**config.mk**
```make
export PLATFORM = sky130hd
export DESIGN_NAME = mem_port_arbiter
export DESIGN_NICKNAME = d
export VERILOG_FILES = /design/src/rtl/mem_port_arbiter_pkg.sv /design/src/rtl/mem_port_arbiter_prio_pick.sv /design/src/rtl/mem_port_arbiter.sv
export SDC_FILE = /design/constraint.sdc
export NUM_CORES = 1
export LEC_CHECK = 0
export BUFFER_PORTS_ARGS = -buffer_cell sky130_fd_sc_hd__buf_2
export CAP_MARGIN = 20
export CORE_AREA = 2 2 108 110
export DETAILED_ROUTE_END_ITERATION = 7
export DIE_AREA = 0 0 110 112
export HOLD_SLACK_MARGIN = 0.15
export PLACE_DENSITY_LB_ADDON = 0.08
export REMOVE_ABC_BUFFERS = 1
export SKIP_LAST_GASP = 1
export SYNTH_ARGS = -nofsm -noshare
export SYNTH_HDL_FRONTEND = slang
export SYNTH_SLANG_ARGS = --single-unit
```
**constraint.sdc**
```tcl
create_clock -name clk -period 1.7 [get_ports clk]
set_input_delay 0.255 -clock clk [delete_from_list [all_inputs] [get_ports clk]]
set_output_delay 0.255 -clock clk [all_outputs]
set_load 0.01 [all_outputs]
```
**src/rtl/mem_port_arbiter_pkg.sv**
```systemverilog
// Shared types and defaults for the IF/LS memory port arbiter.
package mem_port_arbiter_pkg;

    localparam int INST_ADDR_W     = 32;
    localparam int INST_DATA_W     = 32;
    localparam int DATA_W_DEF      = 32;
    localparam int MAX_DSTREAK_DEF = 4;

    typedef enum logic [1:0] {
        OWN_NONE = 2'b00,
        OWN_IF   = 2'b01,
        OWN_LS   = 2'b10
    } owner_t;

endpackage

```
**src/rtl/mem_port_arbiter_prio_pick.sv**
```systemverilog
// Combinational IF/LS grant with LS priority, plus the LS win-streak counter
// that hands the next contested cycle to IF once the streak saturates.
module arb_prio_pick #(
    parameter int MAX_DSTREAK = 4
) (
    input  logic clk,
    input  logic rst,
    input  logic if_req,
    input  logic ls_req,
    output logic if_gnt,
    output logic ls_gnt
);

    localparam int SW = $clog2(MAX_DSTREAK + 1);
    localparam logic [SW-1:0] STREAK_MAX = SW'(MAX_DSTREAK);

    logic [SW-1:0] streak_reg;
    logic [SW-1:0] streak_next;
    logic          if_turn;

    assign if_turn = if_req && (streak_reg == STREAK_MAX);
    assign ls_gnt  = ~rst & ls_req & ~if_turn;
    assign if_gnt  = ~rst & if_req & ~ls_gnt;

    always_comb begin
        streak_next = streak_reg;
        if (!if_req || if_gnt) begin
            streak_next = '0;
        end else if (ls_gnt && streak_reg != STREAK_MAX) begin
            streak_next = streak_reg + 1'b1;
        end
    end

    always_ff @(posedge clk) begin
        if (rst) begin
            streak_reg <= '0;
        end else begin
            streak_reg <= streak_next;
        end
    end

endmodule

```
**src/rtl/mem_port_arbiter.sv**
```systemverilog
// Shares one single-port synchronous memory between the IF and LS ports of the
// core: one access per cycle, one-cycle response latency, stall on refusal.
module mem_port_arbiter
    import mem_port_arbiter_pkg::*;
#(
    parameter int ADDR_W      = INST_ADDR_W,
    parameter int DATA_W      = DATA_W_DEF,
    parameter int MAX_DSTREAK = MAX_DSTREAK_DEF
) (
    input  logic              clk,
    input  logic              rst,
    input  logic              if_req,
    input  logic [ADDR_W-1:0] if_addr,
    output logic              if_gnt,
    output logic              if_rvalid,
    output logic [DATA_W-1:0] if_rdata,
    input  logic              ls_req,
    input  logic              ls_we,
    input  logic [3:0]        ls_sel,
    input  logic [ADDR_W-1:0] ls_addr,
    input  logic [DATA_W-1:0] ls_wdata,
    output logic              ls_gnt,
    output logic              ls_rvalid,
    output logic [DATA_W-1:0] ls_rdata,
    output logic              stall_req,
    output logic              mem_en,
    output logic              mem_we,
    output logic [3:0]        mem_sel,
    output logic [ADDR_W-1:0] mem_addr,
    output logic [DATA_W-1:0] mem_wdata,
    input  logic [DATA_W-1:0] mem_rdata
);

    owner_t owner_reg;
    owner_t owner_next;

    arb_prio_pick #(
        .MAX_DSTREAK(MAX_DSTREAK)
    ) u_pick (
        .clk    (clk),
        .rst    (rst),
        .if_req (if_req),
        .ls_req (ls_req),
        .if_gnt (if_gnt),
        .ls_gnt (ls_gnt)
    );

    always_comb begin
        owner_next = OWN_NONE;
        if (ls_gnt) begin
            owner_next = OWN_LS;
        end else if (if_gnt) begin
            owner_next = OWN_IF;
        end
    end

    always_ff @(posedge clk) begin
        if (rst) begin
            owner_reg <= OWN_NONE;
        end else begin
            owner_reg <= owner_next;
        end
    end

    // A response owed from before reset must not surface in the reset cycle itself.
    assign if_rvalid = ~rst & (owner_reg == OWN_IF);
    assign ls_rvalid = ~rst & (owner_reg == OWN_LS);
    assign if_rdata  = mem_rdata;
    assign ls_rdata  = mem_rdata;

    assign stall_req = ~rst & ((if_req & ~if_gnt) | (ls_req & ~ls_gnt));
    assign mem_en    = if_gnt | ls_gnt;
    assign mem_we    = ls_gnt & ls_we;

    always_comb begin
        mem_addr  = '0;
        mem_wdata = '0;
        if (ls_gnt) begin
            mem_addr  = ls_addr;
            mem_wdata = ls_wdata;
        end else if (if_gnt) begin
            mem_addr  = if_addr;
        end
    end

    // Reads always enable every lane; LS writes use the requested byte enables.
    for (genvar gi = 0; gi < 4; gi++) begin : g_sel
        assign mem_sel[gi] = ls_gnt ? (~ls_we | ls_sel[gi]) : if_gnt;
    end

endmodule

```
**After elaboration in Yosys (flattened, before gate mapping)**

Cells that the tools add are included.

- Register bits after elaboration: 5
- Latch bits: 0
- Bits in writable memories: 0
- ROM bits: 0
- Input port bits: 137
- Memories: 0

- $add $sub $neg: 1
- Multipliers: 0
- Div/mod/pow operators: 0
- Order comparisons: 0
- Equal/unequal tests: 4
- Shifts and indexed selects: 0
- Mux-type cells: 9
- Bitwise gates (word level): 21
- Reductions and logical operators: 6

Operators by type and width:

| kind | number |
|---|---|
| $mux 32 | 3 |
| $and 1x1->1 | 10 |
| $or 1x1->1 | 6 |
| $mux 1 | 5 |
| $not 1->1 | 5 |
| $reduce_or 2->1 | 2 |
| $add 3x1->3 const B | 1 |
| $eq 3x3->1 const B | 1 |
| $ne 3x3->1 const B | 1 |
| $eq 2x1->1 const B | 1 |
| $eq 2x2->1 const B | 1 |
| $logic_and 1x1->1 | 2 |
| $mux 2 | 1 |
| $logic_not 1->1 | 1 |
| $logic_or 1x1->1 | 1 |

**Depth between registers and ports, before layout**

Gate-level depths: netlist (run 1).

- Word-level depth: 10
- Mapped depth: 7

**Cells and area by module**

A second synthesis (run 1) with hierarchy kept.

- Cell total of the unflattened synthesis: 177
- Area, all modules: 1366.3 um2

Modules (own cells, without submodules):

| module | times used | cells an instance | area each (um2) | seq. area each (um2) |
|---|---|---|---|---|
| mem_port_arbiter | 1 | 158 | 1196.1 | 40.0 |
| arb_prio_pick | 1 | 19 | 170.2 | 60.1 |

**Worst setup path after synthesis (run 1)**

OpenSTA, ideal clock, no wires.

- Path type: register -> output
- From: register u_pick.streak_reg[0]
- To: output mem_addr[22]
- Arrival time: 1344 ps
- Data required time: 1445 ps
- Slack: 101 ps
- Stages on the path, launching flop included: 8
- Cells stage by stage: dfxtp_1 inv_1 ha_1 nand3_2 and2_4 buf_6 buf_6 a22o_1

- Cells in the longest elaborated chain, start to end: 8

Ends and longest elaborated chain:

| what | line | text |
|---|---|---|
| start: declaration | mem_port_arbiter_prio_pick.sv:17 | `logic [SW-1:0] streak_reg;` |
| start signal: assignment | mem_port_arbiter_prio_pick.sv:38 | `streak_reg <= streak_next;` |
| $eq 3x3->1 * | mem_port_arbiter_prio_pick.sv:21 | `assign if_turn = if_req && (streak_reg == STREAK_MAX);` |
| $logic_and 1x1->1 * | mem_port_arbiter_prio_pick.sv:21 |  |
| $not 1->1 * | mem_port_arbiter_prio_pick.sv:22 | `assign ls_gnt = ~rst & ls_req & ~if_turn;` |
| $and 1x1->1 * | mem_port_arbiter_prio_pick.sv:22 |  |
| net ls_gnt | mem_port_arbiter.sv:22 | `output logic ls_gnt,` |
| $not 1->1 | mem_port_arbiter_prio_pick.sv:23 | `assign if_gnt = ~rst & if_req & ~ls_gnt;` |
| $and 1x1->1 | mem_port_arbiter_prio_pick.sv:23 |  |
| $mux 32 | mem_port_arbiter.sv:81 | `end else if (if_gnt) begin` |
| $mux 32 * | mem_port_arbiter.sv:78 | `if (ls_gnt) begin` |
| end: declaration | mem_port_arbiter.sv:29 | `output logic [ADDR_W-1:0] mem_addr,` |

The timed path passes the listed nets; every way through them passes the cells marked *.

**Final worst setup path (run 1)**

- From: register u_pick.streak_reg[1]
- To: output mem_addr[3]

- Cells in the longest elaborated chain, start to end: 8

Ends and longest elaborated chain:

| what | line |
|---|---|
| $eq 3x3->1 * | mem_port_arbiter_prio_pick.sv:21 |
| $logic_and 1x1->1 * | mem_port_arbiter_prio_pick.sv:21 |
| $not 1->1 * | mem_port_arbiter_prio_pick.sv:22 |
| $and 1x1->1 * | mem_port_arbiter_prio_pick.sv:22 |
| $not 1->1 | mem_port_arbiter_prio_pick.sv:23 |
| $and 1x1->1 | mem_port_arbiter_prio_pick.sv:23 |
| $mux 32 | mem_port_arbiter.sv:81 |
| $mux 32 * | mem_port_arbiter.sv:78 |

Every way passes the cells marked *; elsewhere a longest branch is shown, timed or not.

==> results of run 1 <==
==> per-layer routing <==
layer	wire length, µm	share of wire	GRT usage
met1	2920	0.37	0.122
met2	3130	0.40	0.168
met3	1700	0.22	0.0948
met4	27	0.0034	0.0143
met5	92	0.012	0.0840
==> placed cells by master (no fill, tap or decap) <==
master and count:
buf_2 179, dfxtp_1 3, a22o_1 32, o21a_1 4, dfxtp_2 2, ha_1 1
and2_4 1, inv_1 1, buf_12 3, nor2_1 3, and2_1 2, nand3_2 1
nand2b_1 1, nor2b_1 1, a21oi_2 1, and3_1 34, nand3_4 1, clkbuf_16 3
nor3b_1 2, mux2i_1 1, a21oi_1 1, nor2b_2 1, buf_16 2, ha_4 1
nand2_1 1, buf_6 1, clkbuf_1 1, buf_4 5, inv_2 2
==> worst max path at each step <==
| stage | start | slack, ns | cells past startpoint | endpoint |
|---|---|---|---|---|
| 6_report | u_pick.streak_reg[1] | -0.13 | 7 | mem_addr[3] |
| 5_1_grt | u_pick.streak_reg[0] | -0.20 | 7 | mem_addr[21] |
| 4_1_cts | u_pick.streak_reg[1] | -0.13 | 7 | mem_addr[21] |
| 3_5_place_dp | u_pick.streak_reg[0] | 0.03 | 7 | mem_addr[21] |
| 3_3_place_gp | u_pick.streak_reg[0] | 0.03 | 7 | mem_addr[21] |
| 2_1_floorplan | ls_req | -0.33 | 3 | mem_addr[0] |
==> logic make-up (layout without fill, tap and decap cells) <==
group	count (synthesis)	count (layout)	synth area share
buf+inv	81	197	0.436
simple gates	48	48	0.222
compound gates	38	38	0.241
flops	5	5	0.0746
fa+ha+maj	2	2	0.0186
mux	1	1	0.00746
==> metrics by stage <==
stage / hold WS (ns) / TNS [ns] / total power, mW
3_3_place_gp: 0.506 / 0 / 0.522
4_1_cts: 0.272 / -3.95 / 0.932
5_1_grt: 0.282 / -7.72 / 0.979
6_report: 0.279 / -4.02 / 0.922
3_5_place_dp: 0.508 / 0 / 0.515
2_1_floorplan: 0.347 / -11.58 / 0.281
==> Yosys cell counts, drive strengths merged, types with 2 or more instances <==
cell and number:
buf 72, and3 34, a22o 32, clkbuf 6, dfxtp 5, o21a 4
and2 3, inv 3, nor2 3, a21oi 2, ha 2, nand3 2
nor2b 2, nor3b 2
==> what timing repair did <==
item                                    4_1_cts  5_1_grt
resized for setup                            14        0
gates cloned                                  2        0
pin swaps                                    18        1
setup buffers                                 2        1
hold endpoints to repair                      0        0
endpoints found under the setup margin       69       69
==> where the power goes <==
part / switching, mW / internal (mW) / total (mW)
registers: 0.00177 / 0.122 / 0.124
logic: 0.183 / 0.229 / 0.412
clock network: 0.0763 / 0.311 / 0.387
==> layout make-up <==
| type | count | area [µm²] |
|---|---|---|
| Fill cell | 1262 | 9060 |
| Timing Repair Buffer | 190 | 1060 |
| Multi-Input combinational cell | 89 | 684 |
| Tap cell | 143 | 179 |
| Sequential cell | 5 | 103 |
| Clock buffer | 4 | 78.8 |
| Inverter | 3 | 11.3 |
==> results.yml, run 1 <==
worst_setup_path:
  cp_top_family: "buffers and inverters"
  path_buf_inv: 3
  cp_cell_sequence: "inv_2 -> ha_4 -> nand3_2 -> and2_4 -> buf_12 -> a22o_1 -> buf_2"
  ff2ff_setup_slack_ns: 0.52
  cp-end-kind: "output port"
  r2r_end: "owner_reg[1]"
  arrival_ns: 1.57
  r2r-start: "u_pick.streak_reg[1]"
  worstSetupStartpointType: "register"
  critPathMaxFanout: 7
  max_stage_delay_ns: 0.31
  r2r_cells: 6
  critical_path_class: "register to output port"
  critPathSlowestCell: "dfxtp_2"
  required_ns: 1.44
detailed_routing:
  detail_route.wirelength_um: 7870
  wire_per_inst_um: 18.1
  drt.antenna.violating_nets: 0
  vias: 1787
  drtIter0Drc: 47
  via_per_inst: 4.12
  dr.pass1.iters: 4
  drc: 0
floorplan:
  rows: 39
  die_x_um: 110
  dieHeight_um: 112
  core_area_um2: 11200
  start_util: 0.120
  die-area_um2: 12300
  num_io_pins: 276
finish:
  final_core_util: 0.189
  drive_gt1_frac: 0.698
  antenna_cells: 0
  largest_reg_flops: 3
  nNetsFinal: 431
  syn_to_final_growth_pct: 57.6
  design_area_um2: 2120
  fin_cells: 434
hold_path:
  min_path_type: "input pin to register"
  whs_path_depth: 2
  min_to: "owner_reg[0]"
  holdCritStartpoint: "ls_req"
clock_tree:
  clk_latency_ns: 0.23
  tritoncts: "done"
  ctsHoldBuffers: 0
  clock_path_buffers: 2
  clockRootBuffer: "clkbuf_16"
  cts.sinks: 5
  clk_pin_slew_worst_paths_ns: 0.03
  numCtsBuffers: 3
  ctsHtreeMaxLevel: 1
yosys:
  synth_cell_types: 22
  synth_area_leaders: "buf_4, a22o_1, and3_1, dfxtp_1, buf_6"
  ys_seq_elements: 5
  synth_edf_count: 0
  synth.top_cell.area_share: 0.358
  synthCells: 175
  async_flop_share: 0
  ys.flop_type: "dfxtp_1"
  yosys.area.top_type: "buf_4"
  syn_avg_cell_area_um2: 7.67
  syn-cell-area_um2: 1340
  seq_area_frac_synth: 0.0746
  ys_warn_count: 0
timing:
  setup_viol: 64
  max_freq_mhz: 547
  fin_skew_ns: 0.00243
  layout_setup_ws_ns: -0.130
  tightestPinTransition_ns: 0.396
  slew_headroom: 0.735
  min_period_over_period: 1.08
  rsz0062_at_grt: "true"
  fin_crit_ns: 1.83
  finalHoldViolCount: 0
  drv_slew: 0
placement:
  place_congestion: 0.703
  placedCellCount: 425
  pre_cts_ws_ns: 0.0282
  dp_hpwl_um: 6220
  post_dp_cell_area_um2: 1920
  portBuffers: 179
global_route:
  grt_usage: 0.114
  grt_antenna_before_repair: 0
  grt_pass1_wl_um: 10300
  overflow: 0
  grt_max_degree: 34
  first_global_vias: 1738
power:
  leakage_nw: 1.32
  vdd_drop_max_mv: 0.210
  power_density_nw_per_um2: 436
status:
  status: "complete, but fails checks"
  violations: "setup timing"
run:
  max-cap-violations: 0
Power figures use the tool's default switching activity.
==> run 2: changes to the inputs <==
--- a/config.mk
+++ b/config.mk
@@ -12,6 +12,7 @@
 export DIE_AREA = 0 0 110 112
 export HOLD_SLACK_MARGIN = 0.15
 export PLACE_DENSITY_LB_ADDON = 0.08
+export RECOVER_POWER = 100
 export REMOVE_ABC_BUFFERS = 1
 export SKIP_LAST_GASP = 1
 export SYNTH_ARGS = -nofsm -noshare
==> run 2 against run 1 <==
Effect of this change:
- die area unchanged
- via count down 0.62%
- critical path depth unchanged
- clock skew about the same
- setup slack better by 0.00088 ns
- highest routed layer unchanged
- sequential power about the same
- the run still ends with setup timing left
- critical path type unchanged
- register-to-register slack about the same
- non-clock buffer count unchanged
==> results.yml, run 2 (synthesized netlist as in run 1, its figures left out) <==
worst_setup_path:
  cp-end-kind: "output port"
  worstSetupStartpointType: "register"
  arrival_ns: 1.57
  critPathSlowestCell: "dfxtp_2"
  path_buf_inv: 3
  max_stage_delay_ns: 0.31
  required_ns: 1.44
  cp_top_family: "buffers and inverters"
  critical_path_class: "register to output port"
  cp_cell_sequence: "inv_2 -> ha_4 -> nand3_2 -> and2_4 -> buf_12 -> a22o_1 -> buf_2"
  critPathMaxFanout: 7
detailed_routing:
  drc: 0
  wire_per_inst_um: 18.0
  dr.pass1.iters: 4
  drtIter0Drc: 50
  vias: 1776
  drt.antenna.violating_nets: 0
  detail_route.wirelength_um: 7830
  via_per_inst: 4.09
timing:
  fin_skew_ns: 0.00242
  fin_hold_ws_ns: 0.279
  fin_crit_ns: 1.83
  drv_slew: 0
  min_period_over_period: 1.08
  slew_headroom: 0.750
  setup_viol: 68
  rsz0062_at_grt: "true"
  finalHoldViolCount: 0
  fin_setup_tns_ns: -3.83
  tightestPinTransition_ns: 0.373
  layout_setup_ws_ns: -0.129
  max_freq_mhz: 547
clock_tree:
  numCtsBuffers: 3
  clk_latency_ns: 0.23
  clock_path_buffers: 2
  ctsHtreeMaxLevel: 1
  clockRootBuffer: "clkbuf_16"
  clk_pin_slew_worst_paths_ns: 0.03
  cts.sinks: 5
  tritoncts: "done"
  ctsHoldBuffers: 0
placement:
  place_congestion: 0.703
  portBuffers: 179
  dp_hpwl_um: 6220
  post_dp_cell_area_um2: 1920
  pre_cts_ws_ns: 0.0282
floorplan:
  dieHeight_um: 112
  core_area_um2: 11200
  rows: 39
  die-area_um2: 12300
  num_io_pins: 276
  start_util: 0.120
  die_x_um: 110
status:
  status: "complete, but fails checks"
  violations: "setup timing"
global_route:
  grt_antenna_before_repair: 0
  first_global_vias: 1738
  overflow: 0
  grt_pass1_wl_um: 10300
  grt_usage: 0.114
  grt_max_degree: 34
run:
  max-cap-violations: 0
finish:
  antenna_cells: 0
  drive_gt1_frac: 0.684
  final_common_cell: "buf_2"
  design_area_um2: 2100
  largest_reg_flops: 3
  syn_to_final_growth_pct: 56.6
  final_cell_mix: "buf_2, and3_1, a22o_1"
  nNetsFinal: 431
power:
  vdd_drop_max_mv: 0.209
  total_power_uw: 920
  leakage_nw: 1.31
  power_density_nw_per_um2: 437
hold_path:
  min_path_type: "input pin to register"
[run 2: cell types whose count changed in the layout (fill, tap and decap cells not counted)]
cell / previous run / this run
nand3_2: 1 / 2
clkbuf_1: 1 / 4
nor2b_1: 1 / 2
nand3_4: 1 / 0
buf_2: 179 / 176
nor2b_2: 1 / 0
[run 2: final cells by class]
class / count / area [µm²]
fillers: 1264 / 9070
repair buffers: 190 / 1060
multi-input cells: 89 / 674
well taps: 143 / 179
flip-flops and latches: 5 / 103
clock buffers: 4 / 78.8
inverters: 3 / 11.3
[run 2: final timing paths]
| path | cells after the start | slack (ns) | to | startpoint |
|---|---|---|---|---|
| setup reg to reg | 6 | 0.52 | owner_reg[1] | u_pick.streak_reg[1] |
| hold / removal | 2 | 0.28 | owner_reg[0] | ls_req |
| setup / recovery | 7 | -0.13 | mem_addr[3] | u_pick.streak_reg[1] |
| hold reg to reg | 2 | 0.56 | u_pick.streak_reg[0] | u_pick.streak_reg[0] |
[run 2: report_power, final]
part / internal, mW / leakage [nW] / switching (mW) / total (mW)
Sequential: 0.122 / 0.0418 / 0.00177 / 0.124
Combinational: 0.227 / 1.23 / 0.181 / 0.408
Clock: 0.311 / 0.0382 / 0.0767 / 0.388
Total: 0.660 / 1.31 / 0.260 / 0.920
[run 2: metal layers]
layer,vias to the layer above,share of wire,global-route usage
met5,-,0.012,0.0840
met4,4,0.0033,0.0143
met3,6,0.22,0.0948
met2,206,0.40,0.168
met1,771,0.37,0.122
li1,789,-,-
[run 2: what timing repair did]
item / in CTS / in global routing
pin swaps: 18 / 1
resized for setup: 14 / 0
setup endpoints to repair: 69 / 69
buffers inserted: 2 / 1
cloned: 2 / 0
[run 2: through the flow]
| stage | std cells | utilization |
|---|---|---|
| final | 434 | 0.188 |
| after detailed placement | 425 | 0.171 |
| after CTS | 433 | 0.189 |
| after global placement | 425 | 0.171 |
| after global routing | 434 | 0.188 |
| after floorplan | 97 | - |
